[config.mk]
export PLATFORM = sky130hd
export DESIGN_NAME = uart_cmd_arbiter
export DESIGN_NICKNAME = d
export VERILOG_FILES = /design/src/rtl/uart_cmd_arbiter.sv
export SDC_FILE = /design/constraint.sdc
export NUM_CORES = 1
export LEC_CHECK = 0
export ABC_CLOCK_PERIOD_IN_PS = 3700
export BUFFER_PORTS_ARGS = -buffer_cell sky130_fd_sc_hd__clkbuf_2
export CORE_MARGIN = 8
export CORE_UTILIZATION = 25
export DETAILED_ROUTE_END_ITERATION = 16
export MAX_ROUTING_LAYER = met4
export PLACE_DENSITY = 0.56
export SLEW_MARGIN = 20
export SYNTH_ARGS = -nofsm -noshare
export SYNTH_HDL_FRONTEND = slang
export SYNTH_SLANG_ARGS = --single-unit
[constraint.sdc]
create_clock -name clk -period 3.7 [get_ports clk]
set_clock_uncertainty 0.2 [all_clocks]
set_input_delay 0.74 -clock clk [delete_from_list [all_inputs] [get_ports clk]]
set_output_delay 0.74 -clock clk [all_outputs]
set_load 0.05 [all_outputs]
[src/rtl/uart_cmd_arbiter.sv]
// uart_cmd_arbiter: shares one UART command engine among NUM_REQ requesters.
// A round-robin grant latches the requester's command, performs the cmd_vld/cmd_rdy
// handshake, waits out a short guard window and then tracks completion (cmd_rdy
// returning for writes, a read_rdy pulse for reads) or a timeout. Each transaction
// ends with a one-hot response pulse to the granted requester.
//
// Ports:
//   clk, rst_n      clock, asynchronous active-low reset
//   req_vld         per-requester request level
//   req_cmd         flattened commands, slice i = req_cmd[i*CMD_WIDTH +: CMD_WIDTH]
//   req_ack         one-hot pulse: command accepted by the UART
//   rsp_vld         one-hot pulse: transaction finished
//   rsp_data        read data, valid with rsp_vld
//   rsp_err         timeout flag, valid with rsp_vld
//   uart_cmd        command to the UART
//   uart_cmd_vld    command valid to the UART
//   uart_cmd_rdy    UART idle / ready for a command
//   uart_read_rdy   UART read-complete pulse
//   uart_read_data  UART read data
//   busy            high whenever not idle
module uart_cmd_arbiter #(
  parameter int unsigned NUM_REQ    = 4,
  parameter int unsigned CMD_WIDTH  = 16,
  parameter int unsigned READ_WIDTH = 8,
  parameter int unsigned TIMEOUT    = 65535
) (
  input  logic                            clk,
  input  logic                            rst_n,
  input  logic [NUM_REQ-1:0]              req_vld,
  input  logic [NUM_REQ*CMD_WIDTH-1:0]    req_cmd,
  output logic [NUM_REQ-1:0]              req_ack,
  output logic [NUM_REQ-1:0]              rsp_vld,
  output logic [READ_WIDTH-1:0]           rsp_data,
  output logic                            rsp_err,
  output logic [CMD_WIDTH-1:0]            uart_cmd,
  output logic                            uart_cmd_vld,
  input  logic                            uart_cmd_rdy,
  input  logic                            uart_read_rdy,
  input  logic [READ_WIDTH-1:0]           uart_read_data,
  output logic                            busy
);

  localparam int unsigned IdW  = $clog2(NUM_REQ);
  localparam int unsigned TmrW = $clog2(TIMEOUT + 1);
  localparam logic [TmrW-1:0] TmrMax = TmrW'(TIMEOUT);

  localparam logic [2:0] StIdle   = 3'd0;
  localparam logic [2:0] StIssue  = 3'd1;
  localparam logic [2:0] StGuard  = 3'd2;
  localparam logic [2:0] StWaitWr = 3'd3;
  localparam logic [2:0] StWaitRd = 3'd4;
  localparam logic [2:0] StResp   = 3'd5;

  logic [2:0]            state_q, state_d;
  logic [IdW-1:0]        ptr_q, ptr_d;
  logic [IdW-1:0]        gid_q, gid_d;
  logic [CMD_WIDTH-1:0]  cmd_q, cmd_d;
  logic                  cmd_vld_q, cmd_vld_d;
  logic [NUM_REQ-1:0]    req_ack_q, req_ack_d;
  logic [NUM_REQ-1:0]    rsp_vld_q, rsp_vld_d;
  logic [READ_WIDTH-1:0] rsp_data_q, rsp_data_d;
  logic                  rsp_err_q, rsp_err_d;
  logic                  busy_q, busy_d;
  logic [TmrW-1:0]       timer_q, timer_d, timer_inc;
  logic                  guard_q, guard_d;
  logic                  expire;

  logic [IdW-1:0]        gnt_id;
  logic [IdW-1:0]        cand;
  logic                  gnt_any;

  // Round-robin search starting one past the last grant, wrapping modulo NUM_REQ.
  always_comb begin
    gnt_id  = '0;
    gnt_any = 1'b0;
    cand    = '0;
    for (int unsigned i = 1; i <= NUM_REQ; i++) begin
      cand = IdW'((32'(ptr_q) + i) % NUM_REQ);
      if (!gnt_any && req_vld[cand]) begin
        gnt_any = 1'b1;
        gnt_id  = cand;
      end
    end
  end

  // Saturating timer; expiry fires on the edge where the count reaches TIMEOUT.
  assign timer_inc = (timer_q == TmrMax) ? timer_q : timer_q + 1'b1;
  assign expire    = (timer_inc == TmrMax);

  always_comb begin
    state_d    = state_q;
    ptr_d      = ptr_q;
    gid_d      = gid_q;
    cmd_d      = cmd_q;
    cmd_vld_d  = cmd_vld_q;
    req_ack_d  = '0;
    rsp_vld_d  = '0;
    rsp_data_d = rsp_data_q;
    rsp_err_d  = rsp_err_q;
    timer_d    = timer_q;
    guard_d    = guard_q;

    unique case (state_q)
      StIdle: begin
        if (gnt_any) begin
          gid_d     = gnt_id;
          ptr_d     = gnt_id;
          cmd_d     = req_cmd[gnt_id*CMD_WIDTH +: CMD_WIDTH];
          cmd_vld_d = 1'b1;
          state_d   = StIssue;
        end
      end
      StIssue: begin
        if (cmd_vld_q && uart_cmd_rdy) begin
          cmd_vld_d          = 1'b0;
          req_ack_d[gid_q]   = 1'b1;
          timer_d            = '0;
          guard_d            = 1'b0;
          state_d            = StGuard;
        end
      end
      StGuard: begin
        // cmd_rdy may still read high for a cycle or two after accept; ignore it here.
        timer_d = timer_inc;
        guard_d = 1'b1;
        if (guard_q) state_d = cmd_q[CMD_WIDTH-1] ? StWaitWr : StWaitRd;
        if (expire) begin
          state_d          = StResp;
          rsp_vld_d[gid_q] = 1'b1;
          rsp_data_d       = '0;
          rsp_err_d        = 1'b1;
        end
      end
      StWaitWr: begin
        timer_d = timer_inc;
        if (uart_cmd_rdy || expire) begin
          state_d          = StResp;
          rsp_vld_d[gid_q] = 1'b1;
          rsp_data_d       = '0;
          rsp_err_d        = !uart_cmd_rdy;
        end
      end
      StWaitRd: begin
        timer_d = timer_inc;
        if (uart_read_rdy || expire) begin
          state_d          = StResp;
          rsp_vld_d[gid_q] = 1'b1;
          rsp_data_d       = uart_read_rdy ? uart_read_data : '0;
          rsp_err_d        = !uart_read_rdy;
        end
      end
      StResp: begin
        state_d = StIdle;
      end
      default: begin
        state_d = StIdle;
      end
    endcase

    busy_d = (state_d != StIdle);
  end

  always_ff @(posedge clk or negedge rst_n) begin
    if (!rst_n) begin
      state_q    <= StIdle;
      ptr_q      <= IdW'(NUM_REQ - 1);
      gid_q      <= '0;
      cmd_q      <= '0;
      cmd_vld_q  <= 1'b0;
      req_ack_q  <= '0;
      rsp_vld_q  <= '0;
      rsp_data_q <= '0;
      rsp_err_q  <= 1'b0;
      busy_q     <= 1'b0;
      timer_q    <= '0;
      guard_q    <= 1'b0;
    end else begin
      state_q    <= state_d;
      ptr_q      <= ptr_d;
      gid_q      <= gid_d;
      cmd_q      <= cmd_d;
      cmd_vld_q  <= cmd_vld_d;
      req_ack_q  <= req_ack_d;
      rsp_vld_q  <= rsp_vld_d;
      rsp_data_q <= rsp_data_d;
      rsp_err_q  <= rsp_err_d;
      busy_q     <= busy_d;
      timer_q    <= timer_d;
      guard_q    <= guard_d;
    end
  end

  assign req_ack      = req_ack_q;
  assign rsp_vld      = rsp_vld_q;
  assign rsp_data     = rsp_data_q;
  assign rsp_err      = rsp_err_q;
  assign uart_cmd     = cmd_q;
  assign uart_cmd_vld = cmd_vld_q;
  assign busy         = busy_q;

endmodule

== Word-level counts from Yosys, hierarchy flattened ==
Index checks and enable logic that the tools add are counted.
Operators by class
  add/sub/neg operators: 5
  magnitude comparators: 6
  eq/ne operators: 11
  shifts and indexed selects: 1
  mux-type cells: 48
  reductions and logical operators: 24
Operators with widths (number)
  $shiftx 64x7->16: 1
  $eq 16x16->1 const B: 2
  $mux 16: 2
  $mux 8: 4
  $pmux 16 s2: 1
  $pmux 8 s3: 1
  $mux 3: 7
  $mux 4: 5
  $add 16x1->16 const B: 1
  $lt 2x3->1 const B: 5
  $pmux 3 s5: 1
  $mux 1: 14
  $pmux 4 s3: 1
  $ne 2x2->1 const B: 5
  $bmux 1 s2: 4
  $mux 2: 4
  $eq 3x2->1 const B: 2
  $reduce_and 2->1: 3
  $reduce_bool 2->1: 3
  $reduce_bool 3->1: 2
  $logic_and 1x1->1: 5
  $logic_not 1->1: 5
  $add 2x1->2 const B: 2
  $add 2x2->2 const B: 2
  other kinds (11): 13
Storage, ports and cells
  bits in registers: 59
  input bits: 80
  output and inout bits: 35

== Depth between registers and ports, before layout ==
Gate-level depths: netlist of run 1.
  depth in word-level cells: 16
  depth in mapped cells: 10
  gate-level depth less buffers: 8

== Worst setup path after synthesis of run 1 ==
OpenSTA, ideal clock, no wires.
  path kind: register -> register
  start point: register timer_q[0]
  end point: register rsp_data_q[1], in the netlist rsp_data[1]
  data arrival time: 2739 ps
  data required time: 3379 ps
  setup slack: 640 ps
  stages on the path, launching flop included: 11
  buffers on the path: 2
  cell sequence: dfrtp_1 ha_1 nand3_1 or4_1 buf_2 o32ai_2 o211ai_1 or4_4 o21a_1 buf_6 a22o_1
Between the ends
  cells in the longest elaborated chain, start to end: 6
RTL lines
  start, declared: line 64  | logic [TmrW-1:0] timer_q, timer_d, timer_inc;
  start signal, assigned: line 188  | timer_q <= timer_d;
  $add 16x1->16 / $eq 16x16->1 (equally long branches): line 87  | assign timer_inc = (timer_q == TmrMax) ? timer_q : timer_q + 1'b1;
  $mux 16 (*): line 87
  $eq 16x16->1 (*): line 88  | assign expire = (timer_inc == TmrMax);
  $logic_or 1x1->1 (on tied branches): line 145, 136
  $ne 2x2->1 (no line)
  $reduce_and 4->1 (no line) (*)
  end signal, assigned: line 185  | rsp_data_q <= rsp_data_d;
  end, declared: line 61  | logic [READ_WIDTH-1:0] rsp_data_q, rsp_data_d;
Mark *: on every way between the ends. The rest lies on a longest branch, timed or not.
A chain may end at the register's enable or synchronous reset.

== Worst setup path after layout of run 1 ==
  start point: register timer_q[0]
  end point: register rsp_data_q[7], in the netlist rsp_data[7]
Same word-level chain as after synthesis.

==> impl_metrics.csv, run 1 <==
group,metric,value,unit
route,vias_per_cell,4.79,
worst_setup_path,required,3710,ps
cts,cts_sinks,59,
worst_setup_path,cp.arrival,3470,ps
timing,fin_crit,3470,ps
placement,numPortBuffers,114,
yosys,syn_avg_cell_area,9.69,sq um
pwr,internal-power,2.03,mW
die,dieArea,0.0171,sq mm
yosys,yosysMostFrequentCell,"dfrtp_1",
die,die_y,131,microns
cts,cts_setup_buffers,0,
yosys,synth-async-reset-ratio,1.00,
route,wirelength,9130,microns
yosys,ys_ff_latch,59,
die,start_util,0.253,
yosys,synth_edf_count,0,
timing,setup_violations,0,
worst_setup_path,cp-end-kind,"flip-flop",
cells_and_area,fin_cells,627,
placement,gp_congestion,0.850,
yosys,synth_flop_cell,"dfrtp_1",
worst_hold_path,hp-class,"in -> async",
pwr,p_seq_frac,0.292,
yosys,synth.distinct_cells,48,
cells_and_area,layout-drive-gt1-share,0.370,
timing,relSlewSlack,0.307,
timing,worst_hold_slack,102,ps
timing,fmax,289,MHz
yosys,syn_nets,421,
route,wire_per_inst,14.6,microns
route,drcViolationCount,0,
placement,dpl.hpwl,6940,microns
yosys,synth.cell_area,0.00329,sq mm
timing,worstMarginPinSlew,1040,ps
pwr,swShare,0.444,
cells_and_area,diodes,0,
global_route,antenna_found_initial,0,
pwr,comb_power_share,0.473,
cts,h-tree-depth,3,
cts,clockBufferDepth,2,
yosys,synth_fa_ha_area_frac,0.00380,
worst_setup_path,crit_path_start_kind,"flip-flop",
cts,hold_buffers,0,
timing,rsz0062_at_grt,"no",
pwr,max-vdd-ir-drop,0.281,mV
pwr,p_switching,1.62,mW
cts,clock_latency,320,ps
yosys,yosysWarnings,0,
cts,clk_pin_slew,50,ps
route,drtIter0Drc,187,
pwr,powerDensity,837,mW/mm^2
cts,cts_resized,0,
yosys,yosysTopAreaCellShare,0.433,
global_route,gr-usage-all-layers,0.111,
global_route,overflow,0,
yosys,yosysSeqAreaShare,0.449,
route,dr.pass1.iters,4,
timing,finalHoldViolations,0,
outcome,status,"finished clean",
yosys,synth_area_leaders,"dfrtp_1 (43%), mux2_2 (7.2%), mux2i_1 (5.5%)",
route,postRouteAntennaNets,0,
global_route,grt_pass1_wl,14500,microns
die,num_io_pins,115,
global_route,grt_max_degree,48,
worst_setup_path,crit_fanout,12,
cells_and_area,nets,527,
yosys,synthTopCellsByCount,"dfrtp_1 (57), nor2_1 (30), a21oi_1 (27)",
die,rows,42,
yosys,synth_compound_area_frac,0.199,
cells_and_area,fillers,1358,
global_route,grt_pass1_vias,2940,
cts,cts_made_buffers,9,
timing,fin_crit_sh,0.937,
die,die_width,131,microns
route,vias,3006,
yosys,synth_mux_area_frac,0.126,
die,coreArea,0.0130,sq mm
yosys,yosys.area_share.simple,0.172,
timing,slew_violations,0,
pwr,total_power,3.66,mW
yosys,synthCells,340,
placement,place_inst,611,
worst_setup_path,criticalPathCategory,"reg -> reg",
pwr,p_leak,2.01,nW
timing,fin_tns_setup,0,ps
yosys,synth_xor_area_frac,0.0106,
pwr,clkPwrFrac,0.235,
yosys,synth_top_family_by_area,"compound AO/OA/AOI/OAI gates",
cts,cts_tree,"done",
flow_run,maxCapViolCount,0,
yosys,netlist.top_cell.by_area,"dfrtp_1",
cts,cts_root_buffer,"clkbuf_16",
cells_and_area,syn2layout_area_growth,32.6,%
-- metrics by stage --
stage          setup WS (ps)   util  area [sq um]
2_1_floorplan            640      -          3290
3_3_place_gp             363  0.311          4050
3_5_place_dp             220  0.311          4050
4_1_cts                  218  0.335          4370
5_1_grt                 57.7  0.335          4370
6_report                 234  0.335          4370
-- power groups by stage --
stage	Sequential [mW]	Combinational, mW	Clock [mW]
after CTS	1.07	1.75	0.883
after global routing	1.11	1.86	0.914
after floorplan	1.49	0.876	0
after detailed placement	1.08	1.74	0
after global placement	1.07	1.73	0
final	1.07	1.73	0.860
-- flip-flops by register name, summed over array words and instances (netlist names) --
register and flops:
guard_q 1, rsp_vld 4, busy 1, rsp_err 1
req_ack 4, ptr_q 2, state_q 3, rsp_data 8
uart_cmd_vld 1, gid_q 2, uart_cmd 16, timer_q 16
-- final cells by class --
cell class	instances	area (sq um)	area share
sequential	59	1480	0.339
tap	176	220	0.0504
multi-input combinational	250	1710	0.391
inverter	7	26.3	0.00602
timing repair buffer	119	621	0.142
clock inverter	4	47.5	0.0109
clock buffer	12	267	0.0610
-- worst max-delay path: stages, from the launching register on --
cell      delay, ps
dfrtp_1         480
ha_1            300
nand3_1         210
or4_1           680
o32ai_2         160
o211ai_1        120
or4_4           590
o21a_1          370
a22o_1          250
-- metal layers --
metal | GRT usage | part of all wire | vias up
li1 | - | - | 1464
met1 | 0.125 | 0.41 | 1440
met2 | 0.183 | 0.51 | 87
met3 | 0.0325 | 0.067 | 15
met4 | 0.0385 | 0.015 | 0
met5 | - | 0 | -
-- kinds of logic after synthesis --
group / Yosys count
AO/OA/AOI/OAI: 98
XOR/XNOR: 4
adder cells (fa/ha/maj): 1
buffers and inverters: 31
flip-flops: 59
multiplexers: 39
AND/OR/NAND/NOR: 108
-- worst paths after layout --
kind	to	start	slack (ps)	cells past startpoint
max in group asynchronous	timer_q[8]$_DFFE_PN0P_	rst_n	2300	2
min	uart_cmd[0]$_DFFE_PN0P_	rst_n	100	1
max	rsp_data[7]$_DFFE_PN0P_	timer_q[0]$_DFFE_PN0P_	230	8
max reg2reg	rsp_data[7]$_DFFE_PN0P_	timer_q[0]$_DFFE_PN0P_	230	8
min in group clk	rsp_err$_DFFE_PN0P_	rsp_err$_DFFE_PN0P_	300	1
min reg2reg	rsp_err$_DFFE_PN0P_	rsp_err$_DFFE_PN0P_	300	1
-- layout by cell type (no fill, tap or decap), types with 2 or more instances in the layout --
| cell | instances |
|---|---|
| inv_1 | 7 |
| o41ai_1 | 2 |
| dfstp_2 | 2 |
| xnor2_1 | 4 |
| and3_1 | 3 |
| o21ai_0 | 15 |
| nor2_1 | 29 |
| clkbuf_8 | 3 |
| and4_1 | 2 |
| nand4_1 | 5 |
| buf_4 | 4 |
| o21a_1 | 2 |
| nor3_1 | 6 |
| or3_1 | 3 |
| nor4_1 | 2 |
| o211ai_1 | 3 |
| dfrtp_1 | 57 |
| a31oi_1 | 8 |
| mux2i_1 | 18 |
| a21oi_1 | 26 |
| a311oi_1 | 3 |
| clkbuf_2 | 114 |
| a211oi_1 | 17 |
| a22o_1 | 9 |
| nand3_1 | 10 |
| clkbuf_16 | 9 |
| mux2_2 | 21 |
| or4_1 | 2 |
| nand2b_1 | 6 |
| a21o_1 | 4 |
| nand2_1 | 16 |
| clkinv_2 | 2 |
| nor2b_1 | 16 |
Note: power is estimated with default switching activity, not from simulation.
==> run 2, diff against run 1 <==
--- a/config.mk
+++ b/config.mk
@@ -9,6 +9,7 @@
 export BUFFER_PORTS_ARGS = -buffer_cell sky130_fd_sc_hd__clkbuf_2
 export CORE_MARGIN = 8
 export CORE_UTILIZATION = 25
+export CTS_BUF_LIST = sky130_fd_sc_hd__clkbuf_16
 export DETAILED_ROUTE_END_ITERATION = 16
 export MAX_ROUTING_LAYER = met4
 export PLACE_DENSITY = 0.56
==> run 2 against run 1 <==
  * Cell count unchanged
  * Worst setup slack worse by 1.4 ps
  * Critical endpoint unchanged
  * Fmax about the same
  * Via count about the same
  * Global-route usage about the same
  * Sequential cell count unchanged
  * Power down 1.8%
  * Utilization down 0.23 points
==> impl_metrics.csv, run 2 (synthesis gave the netlist of run 1 again) <==
group,metric,value,unit
placement,place_ws,220,ps
worst_setup_path,slowest_stage,"or4_1",
worst_setup_path,crit_path_start_kind,"flip-flop",
die,die_y,131,microns
cells_and_area,final_cell_mix,"clkbuf_2 (114), dfrtp_1 (57), nor2_1 (29)",
flow_run,maxCapViolCount,0,
cells_and_area,multi_input_area,0.00171,sq mm
timing,worstMarginPinSlew,1040,ps
cells_and_area,fin_cells,627,
route,drtIter0Drc,151,
die,rows,42,
route,vias,3007,
timing,layout_setup_ws,233,ps
cts,cts_setup_buffers,0,
pwr,comb_power_share,0.481,
cts,h-tree-depth,3,
global_route,overflow,0,
die,die_width,131,microns
placement,dpl.hpwl,6940,microns
pwr,internal-power,1.97,mW
route,dr.pass1.iters,4,
worst_setup_path,required,3710,ps
global_route,antenna_found_initial,0,
worst_setup_path,criticalPathCategory,"reg -> reg",
cells_and_area,syn2layout_area_growth,31.7,%
worst_hold_path,hp-class,"in -> async",
cells_and_area,diodes,0,
outcome,status,"finished clean",
timing,finalHoldViolations,0,
timing,rsz0062_at_grt,"no",
timing,fin_tns_setup,0,ps
cells_and_area,final_area,0.00434,sq mm
pwr,clkPwrFrac,0.221,
cts,cts_tree,"done",
pwr,p_switching,1.62,mW
route,vias_per_cell,4.80,
worst_setup_path,crit_chain,"ha_1 -> nand3_1 -> or4_1 -> o32ai_2 -> o211ai_1 -> or4_4 -> o21a_1 -> a22o_1",
cts,cts_made_buffers,9,
route,postRouteAntennaNets,0,
cells_and_area,layout-drive-gt1-share,0.364,
route,wirelength,9140,microns
cts,clock_latency,320,ps
die,dieArea,0.0171,sq mm
pwr,swShare,0.451,
die,start_util,0.253,
cts,cts_resized,0,
placement,place_inst,611,
pwr,p_leak,1.99,nW
global_route,grt_max_degree,48,
worst_setup_path,critPathMaxStageDelay,670,ps
cells_and_area,regArea,0.00148,sq mm
route,wire_per_inst,14.6,microns
worst_setup_path,crit_family,"simple AND/OR/NAND/NOR gates",
cells_and_area,post-route-util,0.333,
global_route,grt_pass1_wl,14500,microns
die,num_io_pins,115,
cts,hold_buffers,0,
timing,fmax,288,MHz
timing,worst_hold_slack,104,ps
global_route,grt_pass1_vias,2952,
placement,gp_congestion,0.850,
pwr,max-vdd-ir-drop,0.280,mV
timing,fin_crit_sh,0.937,
route,drcViolationCount,0,
timing,fin_crit,3470,ps
cts,cts_sinks,59,
cts,cts_root_buffer,"clkbuf_16",
worst_setup_path,cp_num_buf_inv,0,
cts,clockBufferDepth,2,
pwr,p_seq_frac,0.298,
cells_and_area,fillers,1363,
worst_setup_path,crit_fanout,12,
global_route,gr-usage-all-layers,0.111,
placement,place_area,0.00405,sq mm
timing,setup_violations,0,
pwr,total_power,3.59,mW
timing,slew_violations,0,
cts,clk_pin_slew,50,ps
timing,relSlewSlack,0.307,
die,coreArea,0.0130,sq mm
cells_and_area,nets,527,
placement,numPortBuffers,114,
pwr,powerDensity,828,mW/mm^2
worst_setup_path,cp.arrival,3470,ps
worst_setup_path,cp-end-kind,"flip-flop",
cells_and_area,final_common_cell,"clkbuf_2",
==> run 2: changes by cell type in the layout (fill, tap and decap cells not counted) <==
cell	change
clkbuf_8	-3
clkinv_1	+3
==> run 2: routing by layer <==
metal  global-route usage  vias up  wire [microns]
li1                     -     1465               -
met1                0.124     1454            3770
met2                0.185       73            4650
met3               0.0325       15             582
met4               0.0385        0             138
met5                    -        -               0
==> run 2: power by group through the flow <==
stage	sequential [mW]	combinational (mW)	clock, mW
finish	1.07	1.73	0.793
global route	1.11	1.86	0.846
CTS	1.07	1.75	0.819
detailed placement	1.08	1.74	0
global placement	1.07	1.73	0
floorplan	1.49	0.876	0
==> run 2: path summary, 6_finish.rpt <==
kind | cells past startpoint | startpoint | endpoint | slack (ps)
setup / recovery | 8 | timer_q[0]$_DFFE_PN0P_ | rsp_data[7]$_DFFE_PN0P_ | 230
hold / removal | 1 | rst_n | uart_cmd[0]$_DFFE_PN0P_ | 100
setup reg to reg | 8 | timer_q[0]$_DFFE_PN0P_ | rsp_data[7]$_DFFE_PN0P_ | 230
hold reg to reg | 1 | rsp_data[4]$_DFFE_PN0P_ | rsp_data[4]$_DFFE_PN0P_ | 300
max in group asynchronous | 2 | rst_n | state_q[1]$_DFF_PN0_ | 2300
min in group clk | 1 | rsp_data[4]$_DFFE_PN0P_ | rsp_data[4]$_DFFE_PN0P_ | 300
==> run 2: area by class of cell <==
| cell class | count | share of cell area |
|---|---|---|
| multi-input cells | 250 | 0.394 |
| flip-flops and latches | 59 | 0.341 |
| repair buffers | 119 | 0.143 |
| clock buffers | 9 | 0.0519 |
| well taps | 176 | 0.0508 |
| clock inverters | 7 | 0.0136 |
| inverters | 7 | 0.00606 |
==> run 3, diff against run 2 <==
--- a/config.mk
+++ b/config.mk
@@ -8,11 +8,11 @@
 export ABC_CLOCK_PERIOD_IN_PS = 3700
 export BUFFER_PORTS_ARGS = -buffer_cell sky130_fd_sc_hd__clkbuf_2
 export CORE_MARGIN = 8
-export CORE_UTILIZATION = 25
+export CORE_UTILIZATION = 50
 export CTS_BUF_LIST = sky130_fd_sc_hd__clkbuf_16
 export DETAILED_ROUTE_END_ITERATION = 16
-export MAX_ROUTING_LAYER = met4
-export PLACE_DENSITY = 0.56
+export GPL_TIMING_DRIVEN = 0
+export PLACE_DENSITY = 0.9
 export SLEW_MARGIN = 20
 export SYNTH_ARGS = -nofsm -noshare
 export SYNTH_HDL_FRONTEND = slang
==> run 3 against run 2 <==
  * Sequential cell count unchanged
  * Cell count decreased by 13%
  * Global-route usage increased by 9.7 points
  * Routed wire length increased by 7.7%
  * Power increased by 1.9%
  * Die area decreased by 45%
  * Via count increased by 9.0%
  * Cell area decreased by 1.2%
  * Critical path depth increased by 2
  * Fmax decreased by 1.4%
  * First-iteration DRC count increased by 50%
  * Critical path type unchanged
==> impl_metrics.csv, run 3 (synthesis gave the netlist of run 1 again) <==
group,metric,value,unit
cells_and_area,syn2layout_area_growth,30.0,%
cts,cts_tree,"done",
timing,fin_tns_setup,0,ps
cells_and_area,diodes,0,
worst_setup_path,critPathMaxStageDelay,600,ps
die,coreArea,0.00635,sq mm
timing,fmax,284,MHz
worst_setup_path,required,3700,ps
worst_hold_path,hp-class,"in -> async",
route,wirelength,9840,microns
global_route,antenna_found_initial,0,
die,start_util,0.519,
route,postRouteAntennaNets,0,
route,dr.pass1.iters,5,
die,dieArea,0.00944,sq mm
timing,slew_violations,0,
route,drcViolationCount,0,
placement,place_area,0.00400,sq mm
route,drtIter0Drc,226,
die,die_y,97.2,microns
global_route,grt_pass1_vias,3352,
pwr,total_power,3.66,mW
pwr,max-vdd-ir-drop,0.595,mV
route,vias_per_cell,5.98,
pwr,powerDensity,854,mW/mm^2
worst_setup_path,crit_path_start_kind,"flip-flop",
placement,dpl.hpwl,7350,microns
cells_and_area,layout-drive-gt1-share,0.348,
global_route,grt_pass1_wl,16300,microns
cts,clock_latency,320,ps
timing,fin_crit_sh,0.950,
worst_setup_path,criticalPathCategory,"reg -> reg",
global_route,gr-usage-all-layers,0.208,
placement,gp_congestion,0.968,
route,vias,3279,
cts,clockBufferDepth,2,
cts,h-tree-depth,3,
die,rows,29,
route,wire_per_inst,18.0,microns
timing,relSlewSlack,0.483,
global_route,grt_max_degree,56,
cells_and_area,final_common_cell,"clkbuf_2",
timing,fin_crit,3520,ps
outcome,status,"finished clean",
cts,cts_made_buffers,9,
global_route,overflow,0,
worst_setup_path,slowest_stage,"or4_4",
timing,rsz0062_at_grt,"no",
cts,cts_root_buffer,"clkbuf_16",
worst_setup_path,crit_chain,"ha_1 -> nand3_1 -> or4_1 -> buf_2 -> o32ai_2 -> o211ai_1 -> or4_4 -> o21a_1 -> buf_6 -> a22o_1",
die,num_io_pins,115,
timing,worstMarginPinSlew,771,ps
placement,numPortBuffers,114,
cts,cts_setup_buffers,0,
worst_setup_path,cp.arrival,3520,ps
cells_and_area,final_area,0.00428,sq mm
cells_and_area,nets,547,
cts,clk_pin_slew,50,ps
timing,finalHoldViolations,0,
die,die_width,97.2,microns
flow_run,maxCapViolCount,0,
pwr,p_leak,2.02,nW
worst_setup_path,cp-end-kind,"flip-flop",
cells_and_area,final_cell_mix,"clkbuf_2 (113), dfrtp_1 (57), nor2_1 (29)",
cts,cts_sinks,59,
timing,setup_violations,0,
worst_setup_path,crit_fanout,10,
run 3: cell count changes in the layout (fill, tap and decap cells not counted), sizes merged:
cell,before,now
clkinv,5,4
inv,7,8
buf,5,6
clkbuf,123,142
run 3: where the power goes:
group          total [mW]  leakage [nW]  internal [mW]  switching, mW
clock network       0.796         0.144          0.512          0.284
registers            1.02         0.751          0.871          0.152
logic                1.84          1.13          0.600           1.24
run 3: worst max-delay path: cells and delay by family, from the launching register on:
| family | cells | cell delay, ps |
|---|---|---|
| AO/OA/AOI/OAI | 4 | 740 |
| adder cells (fa/ha/maj) | 1 | 300 |
| flip-flops | 1 | 490 |
| buffers and inverters | 2 | 340 |
| AND/OR/NAND/NOR | 3 | 1320 |
run 3: timing repair:
action,CTS,global route
resized for setup,0,1
hold buffers,0,0
setup endpoints to repair,0,6
run 3: path summary, 6_finish.rpt:
check | from | depth (start not counted) | slack [ps] | endpoint
max reg2reg | timer_q[0]$_DFFE_PN0P_ | 10 | 180 | rsp_data[1]$_DFFE_PN0P_
min in group clk | rsp_err$_DFFE_PN0P_ | 1 | 290 | rsp_err$_DFFE_PN0P_
max in group asynchronous | rst_n | 2 | 2740 | ptr_q[0]$_DFFE_PN1P_
min | rst_n | 1 | 50 | uart_cmd[10]$_DFFE_PN0P_
max | timer_q[0]$_DFFE_PN0P_ | 10 | 180 | rsp_data[1]$_DFFE_PN0P_
min reg2reg | rsp_err$_DFFE_PN0P_ | 1 | 290 | rsp_err$_DFFE_PN0P_
run 3: per-stage QoR:
| stage | instances | hold slack, ps | utilization | setup WS [ps] |
|---|---|---|---|---|
| detailed placement | 532 | 287 | 0.629 | 260 |
| CTS | 548 | 43.6 | 0.674 | 243 |
| global route | 548 | 46.4 | 0.675 | 66.2 |
| floorplan | 340 | 244 | - | 640 |
| finish | 548 | 48.3 | 0.675 | 185 |
| global placement | 531 | 276 | 0.624 | 324 |
run 3: layout make-up:
type,count,area (sq um)
Fill cell,493,2070
Multi-Input combinational cell,250,1700
Sequential cell,59,1480
Timing Repair Buffer,115,601
Clock buffer,9,225
Buffer,24,101
Tap cell,77,96.3
Clock inverter,7,60.1
Inverter,7,26.3
run 3: per-layer routing:
metal,up-vias,wire [microns],share of wire,GRT usage
li1,1516,-,-,-
met5,-,0,0,0
met2,155,4980,0.51,0.348
met4,0,246,0.025,0.0899
met1,1583,3970,0.40,0.245
met3,25,644,0.065,0.0526
